## src/rtl/fir_frame_sequencer_if.sv

```systemverilog
// Sample stream, FIR datapath handshake and framed result stream seen by the sequencer.
interface fir_frame_sequencer_if;
  logic               s_valid;
  logic               s_ready;
  logic signed [7:0]  s_data;
  logic signed [7:0]  fir_x;
  logic               fir_ce;
  logic signed [15:0] fir_y;
  logic               m_valid;
  logic signed [15:0] m_data;
  logic               m_last;

  modport master (
    input  s_valid, s_data, fir_y,
    output s_ready, fir_x, fir_ce, m_valid, m_data, m_last
  );

  modport slave (
    output s_valid, s_data, fir_y,
    input  s_ready, fir_x, fir_ce, m_valid, m_data, m_last
  );
endinterface

```

## src/rtl/fir_frame_sequencer.sv

```systemverilog
// Frame sequencer for an FIR datapath: purge history, feed the frame, flush the tail,
// and return the filter outputs as a framed stream followed by a done pulse.
module fir_frame_sequencer #(
  parameter int TAPS    = 4,
  parameter int LATENCY = 1,
  parameter int LEN_W   = 8
) (
  input  logic                  clk,
  input  logic                  reset,
  input  logic                  start,
  input  logic                  abort,
  input  logic [LEN_W-1:0]      frame_len,
  fir_frame_sequencer_if.master io,
  output logic                  busy,
  output logic                  done
);
  localparam int PW = $clog2(TAPS + 1);
  localparam logic [PW-1:0] CLR_END = PW'(TAPS - 1);
  localparam logic [PW-1:0] FLS_END = PW'((TAPS > 1) ? TAPS - 2 : 0);

  typedef enum logic [2:0] {IDLE, CLEAR, RUN, FLUSH, DRAIN} state_t;
  typedef struct packed {
    logic emit;
    logic last;
  } tag_t;

  state_t                 state, state_nx;
  logic [LEN_W-1:0]       len_q, len_nx, cnt, cnt_nx;
  logic [PW-1:0]          pcnt, pcnt_nx;
  tag_t                   tag_in;
  tag_t [LATENCY:1]       tag_pipe;
  logic                   tags_busy, done_nx;

  assign busy = (state != IDLE);

  always_ff @(posedge clk or negedge reset) begin
    if (!reset) begin
      state <= IDLE;
      len_q <= '0;
      cnt   <= '0;
      pcnt  <= '0;
    end else begin
      state <= state_nx;
      len_q <= len_nx;
      cnt   <= cnt_nx;
      pcnt  <= pcnt_nx;
    end
  end

  always_comb begin
    state_nx   = state;
    len_nx     = len_q;
    cnt_nx     = cnt;
    pcnt_nx    = pcnt;
    tag_in     = '0;
    done_nx    = 1'b0;
    io.s_ready = 1'b0;
    io.fir_ce  = 1'b0;
    io.fir_x   = '0;
    case (state)
      IDLE: begin
        if (start && frame_len != '0) begin
          len_nx   = frame_len;
          cnt_nx   = '0;
          pcnt_nx  = '0;
          state_nx = CLEAR;
        end
      end
      CLEAR: begin
        io.fir_ce = 1'b1;
        pcnt_nx   = pcnt + PW'(1);
        if (pcnt == CLR_END) begin
          pcnt_nx  = '0;
          state_nx = RUN;
        end
      end
      RUN: begin
        io.s_ready = 1'b1;
        if (io.s_valid) begin
          io.fir_ce   = 1'b1;
          io.fir_x    = io.s_data;
          tag_in.emit = 1'b1;
          cnt_nx      = cnt + LEN_W'(1);
          // A single-tap filter has no tail, so the final sample itself closes the frame.
          if (cnt == len_q - LEN_W'(1)) begin
            tag_in.last = (TAPS == 1);
            state_nx    = (TAPS == 1) ? DRAIN : FLUSH;
          end
        end
      end
      FLUSH: begin
        io.fir_ce   = 1'b1;
        tag_in.emit = 1'b1;
        pcnt_nx     = pcnt + PW'(1);
        if (pcnt == FLS_END) begin
          tag_in.last = 1'b1;
          pcnt_nx     = '0;
          state_nx    = DRAIN;
        end
      end
      DRAIN: begin
        if (!tags_busy) begin
          done_nx  = 1'b1;
          state_nx = IDLE;
        end
      end
      default: state_nx = IDLE;
    endcase
    if (abort) begin
      state_nx = IDLE;
      cnt_nx   = '0;
      pcnt_nx  = '0;
      done_nx  = 1'b0;
    end
  end

  always_comb begin
    tags_busy = 1'b0;
    for (int i = 1; i <= LATENCY; i++) tags_busy = tags_busy | tag_pipe[i].emit;
  end

  // Tags travel alongside the filter latency so each emitted fir_y is captured exactly once.
  always_ff @(posedge clk or negedge reset) begin
    if (!reset) begin
      tag_pipe   <= '0;
      io.m_valid <= 1'b0;
      io.m_last  <= 1'b0;
      io.m_data  <= '0;
      done       <= 1'b0;
    end else if (abort) begin
      tag_pipe   <= '0;
      io.m_valid <= 1'b0;
      io.m_last  <= 1'b0;
      done       <= 1'b0;
    end else begin
      tag_pipe[1] <= tag_in;
      for (int i = 2; i <= LATENCY; i++) tag_pipe[i] <= tag_pipe[i-1];
      io.m_valid <= tag_pipe[LATENCY].emit;
      io.m_last  <= tag_pipe[LATENCY].emit & tag_pipe[LATENCY].last;
      if (tag_pipe[LATENCY].emit) io.m_data <= io.fir_y;
      done <= done_nx;
    end
  end
endmodule

```

## src/flat_wrapper.sv

```systemverilog
// flat-port wrapper written by rule: the top's interface ports become plain ports
module fir_frame_sequencer_flat 
#(
  parameter int TAPS    = 4,
  parameter int LATENCY = 1,
  parameter int LEN_W   = 8
)
  (clk, reset, start, abort, frame_len, busy, done, io_s_valid, io_s_data, io_fir_y, io_s_ready, io_fir_x, io_fir_ce, io_m_valid, io_m_data, io_m_last);
  fir_frame_sequencer_if io_i ();
  input  logic clk;
  input  logic reset;
  input  logic start;
  input  logic abort;
  input  logic [LEN_W-1:0] frame_len;
  output logic busy;
  output logic done;
  input wire logic [$bits(io_i.s_valid)-1:0] io_s_valid;
  input wire logic [$bits(io_i.s_data)-1:0] io_s_data;
  input wire logic [$bits(io_i.fir_y)-1:0] io_fir_y;
  output wire logic [$bits(io_i.s_ready)-1:0] io_s_ready;
  output wire logic [$bits(io_i.fir_x)-1:0] io_fir_x;
  output wire logic [$bits(io_i.fir_ce)-1:0] io_fir_ce;
  output wire logic [$bits(io_i.m_valid)-1:0] io_m_valid;
  output wire logic [$bits(io_i.m_data)-1:0] io_m_data;
  output wire logic [$bits(io_i.m_last)-1:0] io_m_last;
  assign io_i.s_valid = io_s_valid;
  assign io_i.s_data = io_s_data;
  assign io_i.fir_y = io_fir_y;
  assign io_s_ready = io_i.s_ready;
  assign io_fir_x = io_i.fir_x;
  assign io_fir_ce = io_i.fir_ce;
  assign io_m_valid = io_i.m_valid;
  assign io_m_data = io_i.m_data;
  assign io_m_last = io_i.m_last;
  fir_frame_sequencer #(.TAPS(TAPS), .LATENCY(LATENCY), .LEN_W(LEN_W)) u_core (.clk(clk), .reset(reset), .start(start), .abort(abort), .frame_len(frame_len), .io(io_i), .busy(busy), .done(done));
endmodule
```

## config.mk

```make
export PLATFORM = sky130hd
export DESIGN_NAME = fir_frame_sequencer_flat
export DESIGN_NICKNAME = d
export VERILOG_FILES = /design/src/rtl/fir_frame_sequencer_if.sv /design/src/rtl/fir_frame_sequencer.sv /design/src/flat_wrapper.sv
export SDC_FILE = /design/constraint.sdc
export NUM_CORES = 1
export LEC_CHECK = 0
export CAP_MARGIN = 20
export CORE_MARGIN = 2
export CORE_UTILIZATION = 47
export DETAILED_ROUTE_END_ITERATION = 6
export PLACE_DENSITY_LB_ADDON = 0.25
export SLEW_MARGIN = 20
export SYNTH_ARGS = -nofsm -noshare
export SYNTH_HDL_FRONTEND = slang
export SYNTH_SLANG_ARGS = --single-unit
```

## constraint.sdc

```tcl
create_clock -name clk -period 1.9 [get_ports clk]
set_input_delay 0.19 -clock clk [delete_from_list [all_inputs] [get_ports clk]]
set_output_delay 0.19 -clock clk [all_outputs]
set_load 0.02 [all_outputs]
```

==> results.ini, run 1 <==
[global_routing]
grt_usage_pct = 19.4
grt_pass1_vias = 1804
grt-ovfl-total = 0
grt_pass1_wl_mm = 8.03
antenna_found_initial = 0
grt_max_degree = 23

[die]
dieArea_mm2 = 0.00530
start_util_pct = 48.1
dieHeight_um = 72.8
fp-row-count = 25
core_mm2 = 0.00463
die_x_um = 72.8
io_pins = 67

[sta]
fin_worst_skew_ns = 0.00647
holdWs_ns = 0.393
post-route-worst-setup-slack_ns = 0.103
setup_viol = 0
worst_slew_pin_slew_ns = 0.513
tns_ns = 0
rsz0062_at_grt = yes
slew_viol_final = 0
slew_headroom_pct = 65.8
hold_viol = 0
fin_crit_sh_pct = 94.6
min_period_ns = 1.80
clock.fmax_mhz = 557

[clock_tree]
tritoncts = built
cts_buffer_depth = 2
path_clk_slew_ns = 0.08
cts.htree.levels = 2
cts.root.buffer_cell = clkbuf_8
clock_latency_ns = 0.30
clock-sinks = 43
numCtsBuffers = 5

[route]
wl_per_cell_um = 13.5
drt_iter0_markers = 65
vias_per_cell = 5.13
vias = 1802
ant_nets = 0
drt-total-wl_mm = 4.73
drc = 0
dr.pass1.iters = 4

[logic_synthesis]
synthCells = 210
synth_commonest_cells = dfrtp_1, mux2_2, nand2_1
synth_compound_area_share_pct = 10.2
ys.flop_type = dfrtp_1
synth_top_family_by_area = simple AND/OR/NAND/NOR gates
ys_seq_area_share_pct = 48.4
synth_adder_area_share_pct = 3.37
yosys_register_bits = 43
ys_types = 43
synth-edff-count = 0
synth_area_mm2 = 0.00222
synthArstFlopShare_pct = 100
synth_top_area_share_pct = 48.4
yosys-mux-area-fraction_pct = 11.9
synth_nets = 253
yosysWarnings = 0
synth_top_area_cell = dfrtp_1
synth_xor_xnor_area_share_pct = 4.33
ys_top_cells_by_area = dfrtp_1, mux2_2, ha_1
syn_area_per_cell_um2 = 10.6
synth_simple_gate_area_share_pct = 18.3
synth_most_common_cell = dfrtp_1

[worst_hold_path]
hold_path_class = primary input to asynchronous set/reset pin

[critical_path]
reg2regPathDepth = 8
cp_slowest_stage_delay_ns = 0.46
critPathArrivalTime_ns = 1.61
endpoint_kind = primary output
crit_buf_inv = 2
startpoint_type = register
crit_cells = 3
critPathRequiredTime_ns = 1.71
path_delay_family = buffers and inverters
cp_max_fo = 7
crit_chain = buf_4 -> or3_1 -> dlygate4sd2_1
cpMaxStageDelayCell = dfrtp_1
path_class = register to primary output

[place]
routabilityCongestion = 0.858
io_buffers = 66
dp_hpwl_mm = 3.70
dp_cells = 341
place_ws_ns = -0.0600
place_area_mm2 = 0.00306

[cells_and_area]
final_area_mm2 = 0.00318
final_nets = 339
diodes = 0
final_cell_count_no_fill = 351
syn_to_final_growth_pct = 42.7
drive_gt1_share_pct = 20.5
fillers = 377
final_core_util_pct = 68.6

[pwr]
total_power_mw = 2.10
p_leak_nw = 1.44
power.density_mw_per_mm2 = 663
ir_drop_v = 0.000359

[outcome]
status = completed

[job]
maxCapViolations = 0

power breakdown:
part	total (mW)	leakage [nW]	internal (mW)	switching (mW)
Combinational	0.460	0.822	0.261	0.199
Clock	0.616	0.0474	0.297	0.319
Sequential	1.03	0.575	0.969	0.0598
Total	2.10	1.44	1.53	0.578
cell families (layout without fill, tap and decap cells):
family                   count (synthesis)  count (layout)
adder cells (fa/ha/maj)                  6               6
XOR/XNOR                                11              11
flip-flops                              43              43
buffers and inverters                   17             104
AND/OR/NAND/NOR                         76              76
multiplexers                            23              23
AO/OA/AOI/OAI                           34              34
routing by layer:
layer | global-route usage [%] | up-vias | wire [um]
met1 | 24.7 | 869 | 2030
met5 | 0 | - | 0
met4 | 7.00 | 0 | 75
met2 | 32.7 | 26 | 2500
met3 | 4.14 | 8 | 132
li1 | - | 899 | -
layout by cell type, fill, tap and decap left out, drive strengths merged, types with 2 or more instances in the layout:
master,n
nand3b,3
dfrtp,43
ha,6
clkdlybuf4s15,3
o21ai,15
o41ai,2
and2,11
nor4,3
inv,8
nand3,5
nand2,18
mux2,22
nand2b,6
clkbuf,6
xor2,5
nand4,2
nor2b,2
o32ai,3
xnor2,6
dlygate4sd2,7
clkdlybuf4s50,54
buf,22
a31oi,2
nor3,7
a21oi,6
nor2,14
final cells by class:
class | count | area [um2] | area share, %
tap | 54 | 67.6 | 2.13
timing repair buffer | 88 | 830 | 26.1
multi-input combinational | 150 | 1070 | 33.8
clock buffer | 6 | 82.6 | 2.60
clock inverter | 2 | 16.3 | 0.512
inverter | 8 | 30.0 | 0.946
sequential | 43 | 1080 | 33.9
worst paths after layout:
path	start	endpoint	slack (ns)
hold reg to reg	u_core.tags_busy	u_core.done	0.44
max in group asynchronous	reset	u_core.cnt[3]	1.02
min in group clk	u_core.tags_busy	u_core.done	0.44
setup / recovery	u_core.state[0]	busy	0.10
hold / removal	reset	u_core.io.m_data[8]	0.39
setup reg to reg	u_core.len_q[0]	u_core.state[0]	0.20
registers in the layout, summed over array words and instances (netlist names):
signal             cells
u_core.io.m_data      16
u_core.cnt             8
u_core.len_q           8
u_core.pcnt            3
u_core.state           3
u_core.done            1
u_core.io.m_last       1
u_core.io.m_valid      1
u_core.tag_pipe        1
u_core.tags_busy       1
timing repair:
action,CTS,global route
setup endpoints to repair,10,5
gates resized for setup,11,4
endpoints found under the hold margin,21,0
hold buffers,1,0
buffers inserted,0,1
Power figures use the tool's default switching activity.
==> run 2, diff against run 1 <==
--- a/config.mk
+++ b/config.mk
@@ -14,3 +14,4 @@
 export SYNTH_ARGS = -nofsm -noshare
 export SYNTH_HDL_FRONTEND = slang
 export SYNTH_SLANG_ARGS = --single-unit
+export TNS_END_PERCENT = 10
==> results of run 2 <==
No change in the layout: final DEF, timing and power equal those of run 1.
==> run 3, diff against run 2 <==
--- a/config.mk
+++ b/config.mk
@@ -10,7 +10,7 @@
 export CORE_UTILIZATION = 47
 export DETAILED_ROUTE_END_ITERATION = 6
 export PLACE_DENSITY_LB_ADDON = 0.25
-export SLEW_MARGIN = 20
+export SLEW_MARGIN = 10
 export SYNTH_ARGS = -nofsm -noshare
 export SYNTH_HDL_FRONTEND = slang
 export SYNTH_SLANG_ARGS = --single-unit
==> results of run 3 <==
No change in the layout: final DEF, timing and power equal those of run 1.
